### src/rtl/module_disp_scan_ctrl.sv
// Multiplexed N-digit 7-segment scan controller.
// Scans hex digits onto a shared segment bus with a blank interval at the start
// of every digit slot, optional leading-zero suppression, and a double-buffered
// display register that only changes on the frame wrap so a frame never tears.
`timescale 1ns/1ps

module module_disp_scan_ctrl #(
   parameter int N_DIGITS         = 4,
   parameter int TICK_DIV         = 27000,
   parameter int BLANK_CYC        = 16,
   parameter int ANODE_ACTIVE_LOW = 1,
   parameter int SEG_ACTIVE_LOW   = 1
) (
   input  logic                          i_clk,
   input  logic                          i_rst_n,
   input  logic                          i_en,
   input  logic                          i_load,
   input  logic [4*N_DIGITS-1:0]         i_digits,
   input  logic [N_DIGITS-1:0]           i_dp,
   input  logic                          i_blank_lz,
   output logic                          o_pending,
   output logic [N_DIGITS-1:0]           o_an,
   output logic [6:0]                    o_seg,
   output logic                          o_dp,
   output logic [$clog2(N_DIGITS)-1:0]   o_digit_idx,
   output logic                          o_frame_tick
);

   localparam int IDX_W = $clog2(N_DIGITS);
   localparam int CNT_W = $clog2(TICK_DIV);

   localparam logic [CNT_W-1:0] CNT_ONE        = CNT_W'(1);
   localparam logic [CNT_W-1:0] CNT_BLANK_LAST = CNT_W'(BLANK_CYC - 1);
   localparam logic [CNT_W-1:0] CNT_SLOT_LAST  = CNT_W'(TICK_DIV - 1);
   localparam logic [IDX_W-1:0] IDX_ONE        = IDX_W'(1);
   localparam logic [IDX_W-1:0] IDX_LAST       = IDX_W'(N_DIGITS - 1);

   // Inactive levels; an active level is obtained by XOR with the active-high pattern.
   localparam logic [N_DIGITS-1:0] AN_OFF  = (ANODE_ACTIVE_LOW != 0) ? {N_DIGITS{1'b1}} : {N_DIGITS{1'b0}};
   localparam logic [6:0]          SEG_OFF = (SEG_ACTIVE_LOW != 0) ? 7'h7F : 7'h00;
   localparam logic                DP_OFF  = (SEG_ACTIVE_LOW != 0);

   typedef enum logic [1:0] {
      ST_IDLE  = 2'd0,
      ST_BLANK = 2'd1,
      ST_DRIVE = 2'd2
   } state_t;

   state_t                  r_state, w_state_next;
   logic [CNT_W-1:0]        r_cnt, w_cnt_next;
   logic [IDX_W-1:0]        r_idx, w_idx_next;

   logic [4*N_DIGITS-1:0]   r_disp_dig, r_pend_dig;
   logic [N_DIGITS-1:0]     r_disp_dp, r_pend_dp;
   logic                    r_pending;
   logic                    r_frame_tick;

   logic [N_DIGITS-1:0]     r_an;
   logic [6:0]              r_seg;
   logic                    r_dp;

   logic [N_DIGITS-1:1]     w_empty;
   logic [N_DIGITS-1:0]     w_blank;
   logic                    w_above;
   logic                    w_wrap;
   logic                    w_lit;
   logic [3:0]              w_nib;
   logic [N_DIGITS-1:0]     w_an_hot;
   logic [N_DIGITS-1:0]     w_an_next;
   logic [6:0]              w_seg_next;
   logic                    w_dp_next;

   // Hex nibble to active-high {g,f,e,d,c,b,a}.
   function automatic logic [6:0] f_decode(input logic [3:0] nib);
      logic [6:0] seg;
      case (nib)
         4'h0:    seg = 7'h3F;
         4'h1:    seg = 7'h06;
         4'h2:    seg = 7'h5B;
         4'h3:    seg = 7'h4F;
         4'h4:    seg = 7'h66;
         4'h5:    seg = 7'h6D;
         4'h6:    seg = 7'h7D;
         4'h7:    seg = 7'h07;
         4'h8:    seg = 7'h7F;
         4'h9:    seg = 7'h6F;
         4'hA:    seg = 7'h77;
         4'hB:    seg = 7'h7C;
         4'hC:    seg = 7'h39;
         4'hD:    seg = 7'h5E;
         4'hE:    seg = 7'h79;
         default: seg = 7'h71;
      endcase
      return seg;
   endfunction

   // A digit is a suppression candidate when it shows zero with no decimal point.
   for (genvar gi = 1; gi < N_DIGITS; gi++) begin : g_empty
      assign w_empty[gi] = (r_disp_dig[4*gi +: 4] == 4'h0) && !r_disp_dp[gi];
   end

   // Leading-zero mask: walk down from the top digit while every digit so far is blanked.
   always_comb begin
      w_blank = '0;
      w_above = i_blank_lz;
      for (int k = N_DIGITS - 1; k >= 1; k--) begin
         if (w_above && w_empty[k]) begin
            w_blank[k] = 1'b1;
         end else begin
            w_above = 1'b0;
         end
      end
   end

   // Last DRIVE cycle of the top digit: the next edge starts a new frame.
   assign w_wrap = (r_state == ST_DRIVE) && i_en && (r_cnt == CNT_SLOT_LAST) && (r_idx == IDX_LAST);

   // Next-state, slot counter and digit index.
   always_comb begin
      w_state_next = r_state;
      w_cnt_next   = r_cnt;
      w_idx_next   = r_idx;
      if (!i_en) begin
         w_state_next = ST_IDLE;
         w_cnt_next   = '0;
         w_idx_next   = '0;
      end else begin
         case (r_state)
            ST_IDLE: begin
               w_state_next = ST_BLANK;
               w_cnt_next   = '0;
               w_idx_next   = '0;
            end
            ST_BLANK: begin
               w_cnt_next = r_cnt + CNT_ONE;
               if (r_cnt == CNT_BLANK_LAST) begin
                  w_state_next = ST_DRIVE;
               end
            end
            ST_DRIVE: begin
               if (r_cnt == CNT_SLOT_LAST) begin
                  w_state_next = ST_BLANK;
                  w_cnt_next   = '0;
                  w_idx_next   = (r_idx == IDX_LAST) ? '0 : r_idx + IDX_ONE;
               end else begin
                  w_cnt_next = r_cnt + CNT_ONE;
               end
            end
            default: begin
               w_state_next = ST_IDLE;
               w_cnt_next   = '0;
               w_idx_next   = '0;
            end
         endcase
      end
   end

   // Pin values for the upcoming cycle, derived from the next state so they can be registered.
   // The display register is stable whenever DRIVE is entered (it only changes on edges into BLANK).
   always_comb begin
      w_an_hot             = '0;
      w_an_hot[w_idx_next] = 1'b1;
      w_nib                = r_disp_dig[{w_idx_next, 2'b00} +: 4];
      w_lit                = (w_state_next == ST_DRIVE) && !w_blank[w_idx_next];
      w_an_next            = AN_OFF;
      w_seg_next           = SEG_OFF;
      w_dp_next            = DP_OFF;
      if (w_lit) begin
         w_an_next  = AN_OFF ^ w_an_hot;
         w_seg_next = SEG_OFF ^ f_decode(w_nib);
         w_dp_next  = DP_OFF ^ r_disp_dp[w_idx_next];
      end
   end

   // Scan state register.
   always_ff @(posedge i_clk) begin
      if (!i_rst_n) begin
         r_state <= ST_IDLE;
         r_cnt   <= '0;
         r_idx   <= '0;
      end else begin
         r_state <= w_state_next;
         r_cnt   <= w_cnt_next;
         r_idx   <= w_idx_next;
      end
   end

   // Double buffer: loads land in the pending buffer, move to the display on wrap (or at once when idle).
   always_ff @(posedge i_clk) begin
      if (!i_rst_n) begin
         r_disp_dig   <= '0;
         r_disp_dp    <= '0;
         r_pend_dig   <= '0;
         r_pend_dp    <= '0;
         r_pending    <= 1'b0;
         r_frame_tick <= 1'b0;
      end else begin
         r_frame_tick <= w_wrap;
         if (w_wrap) begin
            // A load arriving on the wrap cycle bypasses the buffer so it is not held a whole frame.
            if (i_load) begin
               r_disp_dig <= i_digits;
               r_disp_dp  <= i_dp;
            end else if (r_pending) begin
               r_disp_dig <= r_pend_dig;
               r_disp_dp  <= r_pend_dp;
            end
            r_pending <= 1'b0;
         end else begin
            if ((r_state == ST_IDLE) && r_pending) begin
               r_disp_dig <= r_pend_dig;
               r_disp_dp  <= r_pend_dp;
            end
            if (i_load) begin
               r_pend_dig <= i_digits;
               r_pend_dp  <= i_dp;
               r_pending  <= 1'b1;
            end else if (r_state == ST_IDLE) begin
               r_pending <= 1'b0;
            end
         end
      end
   end

   // Registered anode and segment pins.
   always_ff @(posedge i_clk) begin
      if (!i_rst_n) begin
         r_an  <= AN_OFF;
         r_seg <= SEG_OFF;
         r_dp  <= DP_OFF;
      end else begin
         r_an  <= w_an_next;
         r_seg <= w_seg_next;
         r_dp  <= w_dp_next;
      end
   end

   assign o_pending    = r_pending;
   assign o_an         = r_an;
   assign o_seg        = r_seg;
   assign o_dp         = r_dp;
   assign o_digit_idx  = r_idx;
   assign o_frame_tick = r_frame_tick;

endmodule

### config.mk
export PLATFORM = sky130hd
export DESIGN_NAME = module_disp_scan_ctrl
export DESIGN_NICKNAME = d
export VERILOG_FILES = /design/src/rtl/module_disp_scan_ctrl.sv
export SDC_FILE = /design/constraint.sdc
export NUM_CORES = 1
export LEC_CHECK = 0
export CELL_PAD_IN_SITES_DETAIL_PLACEMENT = 0
export CELL_PAD_IN_SITES_GLOBAL_PLACEMENT = 1
export CORE_ASPECT_RATIO = 0.75
export CORE_UTILIZATION = 45
export CTS_CLUSTER_DIAMETER = 80
export CTS_CLUSTER_SIZE = 8
export DETAILED_ROUTE_END_ITERATION = 6
export PLACE_DENSITY = 0.89
export SLEW_MARGIN = 20
export SYNTH_ARGS = -nofsm -noshare
export SYNTH_HDL_FRONTEND = slang
export SYNTH_SLANG_ARGS = --single-unit
export TNS_END_PERCENT = 10
### constraint.sdc
create_clock -name i_clk -period 9.6 [get_ports i_clk]
set_input_delay 2.88 -clock i_clk [delete_from_list [all_inputs] [get_ports i_clk]]
set_output_delay 2.88 -clock i_clk [all_outputs]
set_load 0.02 [all_outputs]
After elaboration in Yosys (flattened, before gate mapping)
Memories as Yosys holds them, arrays and structs flattened.
Index checks and enable logic that the tools add are counted.
W data, S select, Z words.
{ "totals": {"mem_bits_ro": 112, "mem_count": 1, "register_bits": 73, "input_bits": 25, "out_inout_bits": 16} }
{ "op_classes": {"order_cmp": 2, "n_reduce_logical": 27, "bitwise_logic": 5, "n_addsub": 2, "shifts": 1, "muxes": 32, "eq_ne": 7} }
{ "memory_table": {"columns": ["memory", "depth", "word_bits", "rd", "rd_ports_with_merged_regs", "write_ports", "line", "rtl"], "rows": [
  ["(no name shown)", 16, 7, 1, 0, 0, "76", "case (nib)"]
]} }
{ "ops": {"columns": ["operator", "count"], "rows": [
  ["$mux W16", 4],
  ["$pmux W15 S2", 1],
  ["$mux W4", 4],
  ["$shiftx A16 B5 Y4", 1],
  ["$add A15 B1 Y15 const B", 1],
  ["$eq A15 B15 Y1 const B", 1],
  ["$eq A15 B4 Y1 const B", 1],
  ["$mux W15", 1],
  ["$logic_and A1 B1 Y1", 12],
  ["$logic_not A4 Y1", 3],
  ["$mux W2", 6],
  ["$mux W1", 10],
  ["$reduce_and A2 Y1", 4],
  ["$mux W7", 1],
  ["$not A7 Y7", 1],
  ["$eq A2 B2 Y1 const B", 3],
  ["$pmux W2 S3", 1],
  ["$bmux W1 S2", 2],
  ["$logic_not A1 Y1", 4],
  ["$not A4 Y4", 1],
  ["$pmux W2 S2", 1],
  ["$reduce_bool A2 Y1", 2],
  ["$lt A2 B3 Y1 const B", 1],
  ["$ne A3 B3 Y1 const B", 1],
  ["7 further kinds", 9]
]} }

Depth between registers and ports, before layout
Gate-level depths: netlist of the first run.
{ "depth": {"word_depth": 14, "depth_mapped": 13} }

Least setup slack after synthesis of the first run
Ideal clock, no wire load.
{ "synth_timing": {"kind": "in2reg", "from": "input i_en", "to": "register r_seg[0] (netlist: o_seg[0])", "required_ps": 9536, "slack_ps": 4765, "stages": 10, "path_buffers": 0, "arrival_ps": 4771, "cell_sequence": "and2_1 > o21ai_0 > o22ai_1 > nor2_1 > a221oi_1 > ha_1 > inv_1 > nor4_1 > mux2i_1 > nand4_1"} }
{ "synth_via": {"elab_chain_len": 6, "word_cells_on_any_way": 12} }
{ "synth_rtl": {"columns": ["item", "line", "rtl"], "rows": [
  ["from (decl)", "16", "input logic i_en,"],
  ["branches (longest 6 deep; another with $mem_v2 Z16 W7)", null, null],
  ["to (signal assigned)", "233", "r_seg <= w_seg_next;"],
  ["to (decl)", "59", "logic [6:0] r_seg;"]
]} }
Several ways; the timed one is not identified. The select of a mux whose other input is x is not followed.
A chain may end at the register's enable or synchronous reset.

Worst setup path after layout of the first run
Same ends and word-level chain as after synthesis.

==> metrics.csv, run 1 <==
metric;value;unit
Syn Nets;464;
filler instances;708;
Fin Setup TNS;0;ps
Avg Inst Size Synth;8.42;sq um
reg-to-reg slack, setup;5340;ps
Die X;105;microns
Clock Root Buffer;clkbuf_8;
yosys warns;0;
Critical Path RT;9890;ps
clock sink count;73;
final std cells w/o fill;559;
period utilisation layout;57.9;%
DRT antenna net count;0;
max-slew violation count;0;
Initial Util;47.6;%
Max Fanout on Critical Path;5;
hold buffer count at CTS;0;
critical path class;in2reg;
sequential fraction of the synthesis area;40.8;%
clock slew at reported path FFs;80;ps
Critical Path Sink Type;flip-flop;
fraction of layout cells with a size suffix above 1;6.33;%
crit path max-delay cell type;a221oi_1;
VDD IR-drop max;0.0880;mV
WL per Instance;15.4;microns
Tmin final;5560;ps
Post-synth EDFFs;0;
endpoints failing hold;0;
total grt overflow;0;
Resized cells post-CTS;0;
# H-tree levels;3;
reg-to-reg startpoint;r_cnt[7];
die area;0.00833;sq mm
FF-to-FF End;o_seg[0];
gr usage total;22.0;%
first-pass GRT wire length;14.5;mm
Vias/cell;5.61;
hpwl dp;5.80;mm
worst hold endpoint;r_pend_dig[5];
Ports;41;
final setup violation count;0;
First DRT Iteration DRCs;252;
Setup Fix Bufs, Post-CTS;0;
synth-to-layout area growth;18.7;%
Slew headroom;43.2;%
DR pass1 iterations;4;
critical path's largest stage delay;580;ps
R2R cell count;11;
CP bufs+invs;2;
# rows;27;
clk buf depth;2;
dpl ws;3790;ps
Seq. cell area;0.00146;sq mm
core area;0.00753;sq mm
Worst setup SP type;primary input;
Fmax;180;MHz
Worst Skew;12.3;ps
CTS Buf Count;9;
min-delay src;r_pend_dig[5];
Post-Syn Area;0.00359;sq mm
Synth Register Bits;73;
status;finished, final reports clean;
Hold/Removal Path Class;reg2reg;
TritonCTS clock tree;yes;
Leak;1.71;nW
placed instance count;543;
delay-heaviest family, CP;compound AO/OA/AOI/OAI gates;
CP arrival;5850;ps
multi-input logic area;0.00196;sq mm
Via Count;3135;
vias in the first global route;2962;
initial antenna violation count;0;
Max-cap violations;0;
ys flop type;dfxtp_1;
Post-Syn Instances;426;
final WL;8.61;mm
power per cell area;153;mW/mm^2
Hold Crit Depth;2;
pin count of the biggest net entering global routing;45;
Final GP Congestion;0.816;
Post-synth ARST share;0;%
n_diodes;0;
library cells used by synthesis;51;
number of buffers inserted by port buffering;40;
worst-margin pin slew;852;ps
RSZ-0062 raised after global routing;false;
# nets final;491;
DRC viols;0;
final worst setup slack;4040;ps
Die Y;79.3;microns
worst-skew pair later-pin latency;360;ps
worst-path cell chain;clkdlybuf4s50_1, and2_1, o2111ai_1, o22ai_1, nor2_1, a221oi_1, ha_1, inv_1, nor4_1, mux2i_1, nand4_1;
==> cell usage after synthesis, drive strengths merged (3+ instances only) <==
master | count | area share, %
a211oi | 4 | 0.84
a21boi | 20 | 4.2
and2 | 3 | 0.52
and3 | 6 | 1.0
buf | 3 | 0.49
clkbuf | 26 | 2.7
dfxtp | 73 | 41
ha | 13 | 4.5
inv | 15 | 1.6
mux2 | 4 | 1.4
mux2i | 4 | 1.1
nand2 | 74 | 7.7
nand3 | 56 | 7.8
nand3b | 3 | 0.63
nand4 | 3 | 0.52
nor2 | 26 | 2.7
nor3 | 3 | 0.42
nor4 | 9 | 1.6
o211a | 22 | 6.1
o211ai | 3 | 0.63
o21ai | 4 | 0.56
or3 | 3 | 0.52
or4 | 3 | 0.63
xnor2 | 3 | 0.73
xor2 | 10 | 2.4
==> per-stage QoR <==
stage | utilization [%] | cell area, sq um | total power, mW | hold slack, ps
3_5_place_dp | 53.6 | 4040 | 0.388 | 455
2_1_floorplan | - | 3590 | 0.365 | 418
4_1_cts | 56.5 | 4260 | 0.657 | 471
5_1_grt | 56.5 | 4260 | 0.678 | 488
6_report | 56.5 | 4260 | 0.652 | 468
3_3_place_gp | 53.6 | 4040 | 0.387 | 431
==> flip-flops by register name (all words and copies together) (netlist names) <==
register      cells
r_pend_dp         4
o_an              4
r_disp_dp         4
o_digit_idx       2
r_cnt            15
r_disp_dig       16
r_pend_dig       16
o_pending         1
o_dp              1
r_state           2
o_frame_tick      1
o_seg             7
==> worst reg2reg max path, stage by stage (launching register included) <==
cell,delay (ps)
dfxtp_1,350
or4_1,680
nor4_1,660
a211o_1,370
mux2_2,380
a222oi_1,750
inv_1,220
ha_1,300
inv_1,70
nor4_1,70
mux2i_1,180
nand4_1,110
==> report_power, final <==
group	switching (mW)	internal [mW]
logic	0.0310	0.0286
clock network	0.124	0.147
registers	0.00816	0.314
total	0.163	0.489
==> how the worst max path moves through the flow <==
stage,start,endpoint,depth (start not counted)
after global placement,i_en,r_disp_dp[3],7
after detailed placement,i_en,o_seg[3],11
after floorplan,i_en,o_seg[0],10
final,i_en,o_seg[0],11
after global routing,i_en,o_seg[3],11
after CTS,i_en,o_seg[0],11
==> kinds of logic after synthesis <==
| family | Yosys count | share of synthesized area [%] |
|---|---|---|
| xor+xnor | 13 | 3.18 |
| simple gates | 196 | 25.5 |
| flops | 73 | 40.8 |
| fa+ha+maj | 13 | 4.54 |
| mux | 8 | 2.48 |
| buf+inv | 44 | 4.78 |
| compound gates | 79 | 18.8 |
==> per-layer routing <==
metal,global-route usage [%],vias to the layer above,wire length [microns]
li1,-,1569,-
met1,30.0,1482,4400
met2,33.9,74,3700
met3,4.93,10,385
met4,8.17,0,116
met5,0,-,0
==> cell type report <==
class | instances | share of cell area, %
clock buffer | 10 | 3.00
clock inverter | 6 | 2.17
inverter | 15 | 1.32
multi-input combinational | 309 | 45.9
sequential | 73 | 34.3
tap | 101 | 2.97
timing repair buffer | 45 | 10.3
==> cell usage in the layout, fill, tap and decap left out, drive strengths merged, types with 5 or more instances in the layout <==
cell type	count
dfxtp	73
a21boi	20
o211a	22
nand3	56
xor2	10
ha	13
inv	15
clkbuf	10
nor4	9
and3	6
buf	5
clkdlybuf4s50	40
nand2	74
nor2	26
(Power assumes the default switching activity.)
==> run 2: changes to the inputs <==
Settings changed: CORE_UTILIZATION 45 to 42, PLACE_DENSITY 0.89 to 0.84.
Clock period 9.6 ns to 5.75 ns, I/O delays scaled along.
==> run 2 against run 1 <==
Net effect:
- register-to-register slack got worse by 3800 ps
- hold slack got worse by 25 ps
- global-route usage fell by 0.64 points
- cell area rose by 1.9%
- total power rose by 76%
- core utilization fell by 2.9 points
- via count rose by 1.4%
- largest cell class unchanged
- largest power group unchanged
- count of clock-buffer cells in the layout rose by 1
- flip-flop and latch count did not move
- die area rose by 7.0%
==> metrics.csv, run 2 (same netlist as run 1, synthesis figures left out) <==
metric;value;unit;change
status;finished, final reports clean;;unchanged
initial antenna violation count;0;;unchanged
FF-to-FF End;o_seg[0];;unchanged
Via Count;3179;;was 3135
clk buf depth;2;;unchanged
Fmax;225;MHz;
worst-path cell chain;clkdlybuf4s50_1, and2_1, o2111ai_1, o22ai_1, nor2_1, a221oi_1, ha_1, inv_1, nor4_1, mux2i_1, nand4_1;;unchanged
WL per Instance;15.2;microns;was 15.4 microns
GR Util met2;30.9;%;was 33.9%
Ports;41;;unchanged
synth-to-layout area growth;20.9;%;was 18.7%
number of buffers inserted by port buffering;40;;unchanged
worst hold endpoint;r_cnt[0];;was r_pend_dig[5]
worst-skew pair later-pin latency;330;ps;was 360 ps
Critical Path Sink Type;flip-flop;;unchanged
endpoints failing hold;0;;unchanged
Die X;109;microns;was 105 microns
CTS Buf Count;9;;unchanged
hold slack final;443;ps;was 468 ps
Worst setup SP type;primary input;;unchanged
fraction of layout cells with a size suffix above 1;6.72;%;was 6.33%
min-delay src;r_cnt[0];;was r_pend_dig[5]
reg-to-reg startpoint;r_cnt[7];;unchanged
Initial Util;44.3;%;was 47.6%
VDD IR-drop max;0.183;mV;was 0.0880 mV
critical path class;in2reg;;unchanged
Tmin final;4440;ps;
hold buffer count at CTS;0;;unchanged
Top Registers;r_disp_dig x16, r_pend_dig x16, r_cnt x15;;unchanged
R2R cell count;11;;unchanged
# H-tree levels;3;;unchanged
met1 Resource Use GR;30.9;%;was 30.0%
First DRT Iteration DRCs;213;;was 252
hpwl dp;6.03;mm;was 5.80 mm
critical path's largest stage delay;560;ps;was 580 ps
Fin Setup TNS;0;ps;unchanged
Critical Path RT;6020;ps;was 9890 ps
delay-heaviest family, CP;compound AO/OA/AOI/OAI gates;;unchanged
Clock Root Buffer;clkbuf_16;;was clkbuf_8
clock sink count;73;;unchanged
gr usage total;21.3;%;was 22.0%
n_diodes;0;;unchanged
met3 GRT Util;5.24;%;was 4.93%
power per cell area;264;mW/mm^2;was 153 mW/mm^2
final setup violation count;0;;unchanged
Leak;1.76;nW;was 1.71 nW
CP bufs+invs;2;;unchanged
commonest cells after routing, fill and taps aside;nand2_1 (74), dfxtp_1 (73), nand3_1 (56);;was nand2_1 (73), dfxtp_1 (73), nand3_1 (56)
DRT antenna net count;0;;unchanged
reg-to-reg slack, setup;1520;ps;was 5340 ps
Worst Skew;8.00;ps;was 12.3 ps
Resized cells post-CTS;0;;unchanged
pin count of the biggest net entering global routing;45;;unchanged
crit path max-delay cell type;clkdlybuf4s50_1;;was a221oi_1
die area;0.00892;sq mm;was 0.00833 sq mm
# nets final;494;;was 491
Hold Crit Depth;1;;was 2
vias in the first global route;2931;;was 2962
total power;1.15;mW;was 0.652 mW
TritonCTS clock tree;yes;;unchanged
first-pass GRT wire length;14.7;mm;was 14.5 mm
max-slew violation count;0;;unchanged
CP arrival;4700;ps;was 5850 ps
Max Fanout on Critical Path;5;;unchanged
post-route design area;0.00434;sq mm;was 0.00426 sq mm
Hold/Removal Path Class;reg2reg;;unchanged
RSZ-0062 raised after global routing;false;;unchanged
GR peak layer;met2;;unchanged
most common cell after layout, fill and taps aside;nand2_1;;
Final GP Congestion;0.871;;was 0.816
Critical Path Stages;11;;unchanged
DR pass1 iterations;5;;was 4
core area;0.00809;sq mm;was 0.00753 sq mm
filler instances;788;;was 708
Setup Fix Bufs, Post-CTS;0;;unchanged
total grt overflow;0;;unchanged
Post-DP Area;0.00406;sq mm;was 0.00404 sq mm
clock slew at reported path FFs;50;ps;was 80 ps
DRC viols;0;;unchanged
period utilisation layout;77.1;%;
worst-margin pin slew;836;ps;was 852 ps
Die Y;82.0;microns;was 79.3 microns
Slew headroom;44.3;%;was 43.2%
Max-cap violations;0;;unchanged
# rows;28;;was 27
Vias/cell;5.62;;was 5.61
final WL;8.62;mm;was 8.61 mm
-- run 2: cell types whose count changed in the layout (fill, tap and decap cells not counted), sizes merged --
cell	previous run	this run
buf	5	8
clkbuf	10	11
clkinvlp	2	1
clkinv	2	4
bufinv	2	0
-- run 2: worst max-delay path by stage --
stage | startpoint | endpoint | slack, ps
floorplan | i_en | o_seg[0] | 2070
global placement | i_en | o_seg[0] | 1110
detailed placement | i_en | o_seg[3] | 1040
global route | i_en | o_seg[3] | 1030
CTS | i_en | o_seg[0] | 1380
finish | i_en | o_seg[0] | 1310
-- run 2: final cells by class --
class,instances,area (sq um),area share (%)
clock buffers,11,243,5.60
clock inverters,5,31.3,0.721
inverters,15,56.3,1.30
multi-input cells,309,1950,45.0
flip-flops and latches,73,1460,33.7
well taps,105,131,3.03
repair buffers,48,460,10.6
-- run 2: worst register-to-register path, stage by stage, from the launching register on --
cell and delay (ps):
dfxtp_1 340, or4_1 690, nor4_1 680, a211o_1 360, mux2_2 390, a222oi_1 700, inv_1 210, ha_1 300
inv_1 60, nor4_1 70, mux2i_1 180, nand4_1 110
-- run 2: power by group --
group	switching (mW)	internal (mW)	leakage, nW
Sequential	0.0139	0.525	0.596
Combinational	0.0530	0.0488	1.02
Clock	0.204	0.302	0.135
Total	0.271	0.875	1.76
-- run 2: routing by layer --
metal	vias to the layer above	part of all wire [%]
met5	-	0
met4	0	0.81
met3	9	5.2
met2	90	42
met1	1497	52
li1	1583	-
-- run 2: stage by stage --
stage	cells	worst slack [ps]	utilization (%)
after detailed placement	550	1040	50.2
final	566	1310	53.6
after global routing	566	1030	53.6
after global placement	550	1110	50.2
after CTS	566	1380	53.6
after floorplan	426	2070	-
==> run 3: changes to the inputs <==
Clock period 5.75 ns to 4.38 ns, I/O delays scaled along.
==> run 3 against run 2 <==
Net effect:
- cell area up 1.0%
- via count down 0.44%
- register-to-register slack worse by 820 ps
- total power up 38%
- flip-flop and latch count unchanged
- combinational power up 31%
- global-route usage about the same
- setup slack worse by 670 ps
- non-clock buffer count up 3
- largest power group is now the clock network
==> metrics.csv, run 3 (same netlist as run 1, synthesis figures left out) <==
metric;value;unit;change
Vias/cell;5.57;;was 5.62
met2 wire len;3.68;mm;was 3.60 mm
Fin Setup TNS;0;ps;unchanged
Clock Root Buffer;clkbuf_16;;unchanged
gr usage total;21.3;%;about the same
core area;0.00809;sq mm;unchanged
Worst setup SP type;primary input;;unchanged
Max Fanout on Critical Path;5;;unchanged
# rows;28;;unchanged
commonest cells after routing, fill and taps aside;nand2_1 (74), dfxtp_1 (73), nand3_1 (56);;unchanged
Hold/Removal Path Class;reg2reg;;unchanged
max-slew violation count;0;;unchanged
vias in the first global route;2851;;was 2931
Initial Util;44.3;%;unchanged
top routing layer used;met4;;unchanged
first-pass GRT wire length;14.3;mm;was 14.7 mm
Fmax;267;MHz;
VDD IR-drop max;0.249;mV;was 0.183 mV
# nets final;497;;was 494
WL met3;432;microns;was 444 microns
Die Y;82.0;microns;unchanged
endpoints failing hold;0;;unchanged
power per cell area;360;mW/mm^2;was 264 mW/mm^2
Critical Path Sink Type;flip-flop;;unchanged
DRT antenna net count;0;;unchanged
WL per Instance;15.4;microns;was 15.2 microns
synth-to-layout area growth;22.2;%;was 20.9%
Critical Path RT;4650;ps;was 6020 ps
Ports;41;;unchanged
worst-skew pair later-pin latency;340;ps;was 330 ps
Reg power frac;44.8;%;was 47.0%
Die X;109;microns;unchanged
crit path max-delay cell type;clkdlybuf4s50_1;;unchanged
Top Registers;r_disp_dig x16, r_pend_dig x16, r_cnt x15;;unchanged
initial antenna violation count;0;;unchanged
total grt overflow;0;;unchanged
DR pass1 iterations;4;;was 5
critical path's largest stage delay;560;ps;about the same
period utilisation layout;85.4;%;
Final GP Congestion;0.843;;was 0.871
M1 wire length;4.56;mm;was 4.51 mm
most common cell after layout, fill and taps aside;nand2_1;;unchanged
CP arrival;4010;ps;was 4700 ps
hpwl dp;6.00;mm;was 6.03 mm
status;finished, final reports clean;;unchanged
clock slew at reported path FFs;50;ps;about the same
filler instances;765;;was 788
pin count of the biggest net entering global routing;44;;was 45
Max-cap violations;0;;unchanged
DRC viols;0;;unchanged
Setup Fix Bufs, Post-CTS;0;;unchanged
Switch Pwr;0.356;mW;was 0.271 mW
Resized cells post-CTS;0;;unchanged
number of buffers inserted by port buffering;40;;unchanged
Int Pwr;1.22;mW;was 0.875 mW
RSZ-0062 raised after global routing;false;;unchanged
worst-margin pin slew;843;ps;was 836 ps
Comb pwr share;8.5;%;was 8.9%
# H-tree levels;3;;unchanged
CTS Buf Count;9;;unchanged
Via Count;3165;;was 3179
sw frac;22.6;%;was 23.7%
clk buf depth;2;;unchanged
First DRT Iteration DRCs;153;;was 213
die area;0.00892;sq mm;unchanged
worst-path cell chain;clkdlybuf4s50_1, and2_1, o21ai_0, o22ai_1, nor2_1, a221oi_1, buf_4, ha_1, inv_1, nor4_1, mux2i_1, nand4_1;;was clkdlybuf4s50_1, and2_1, o2111ai_1, o22ai_1, nor2_1, a221oi_1, ha_1, inv_1, nor4_1, mux2i_1, nand4_1
Worst Skew;6.35;ps;was 8.00 ps
Leak;1.78;nW;was 1.76 nW
fraction of layout cells with a size suffix above 1;7.13;%;was 6.72%
critical path class;in2reg;;unchanged
hold buffer count at CTS;0;;unchanged
n_diodes;0;;unchanged
Slew headroom;43.8;%;was 44.3%
TritonCTS clock tree;yes;;unchanged
final setup violation count;0;;unchanged
clock power share;46.7;%;was 44.1%
final WL;8.76;mm;was 8.62 mm
hold slack final;445;ps;was 443 ps
clock sink count;73;;unchanged
Tmin final;3740;ps;
## run 3: changes by cell type in the layout (fill, tap and decap cells not counted), sizes merged
cell      change
buf           +3
bufinv        +1
clkbuf        +1
clkinv        -2
clkinvlp      -1
## run 3: cell type report
class / count / area (sq um) / share of cell area [%]
well taps: 105 / 131 / 3.00
multi-input cells: 309 / 1950 / 44.6
inverters: 15 / 56.3 / 1.28
repair buffers: 51 / 483 / 11.0
clock buffers: 12 / 256 / 5.85
clock inverters: 3 / 40.0 / 0.914
flip-flops and latches: 73 / 1460 / 33.4
## run 3: worst paths after layout
path	from	end	slack, ps	depth (start not counted)
worst max-delay path	i_en	o_seg[0]	640	12
worst min register to register	r_cnt[0]	r_cnt[0]	450	1
worst max register to register	r_cnt[7]	o_seg[5]	700	12
worst min-delay path	r_cnt[0]	r_cnt[0]	450	1
## run 3: power groups by stage
stage	sequential (mW)	combinational [mW]	clock [mW]
2_1_floorplan	0.714	0.0847	0
5_1_grt	0.709	0.150	0.784
6_report	0.707	0.134	0.735
4_1_cts	0.706	0.135	0.747
3_3_place_gp	0.720	0.133	0
3_5_place_dp	0.720	0.134	0
## run 3: per-stage QoR
| stage | power, mW | area [sq um] | setup WS, ps | utilization (%) | cells |
|---|---|---|---|---|---|
| floorplan | 0.799 | 3590 | 774 | - | 426 |
| global placement | 0.853 | 4090 | 441 | 50.5 | 553 |
| detailed placement | 0.854 | 4090 | 359 | 50.5 | 553 |
| CTS | 1.59 | 4380 | 662 | 54.1 | 568 |
| global route | 1.64 | 4380 | 383 | 54.1 | 568 |
| finish | 1.58 | 4380 | 640 | 54.1 | 568 |
## run 3: metal layers
metal	global-route usage, %	vias to the layer above
met5	0	-
met4	7.16	0
met3	6.03	9
met2	29.9	76
met1	30.7	1497
li1	-	1583
## run 3: worst max-delay path, delay by kind of cell
family	cells	cell delay, ps
compound gates	3	680
mux	1	150
fa+ha+maj	1	200
simple gates	4	870
buf+inv	3	800
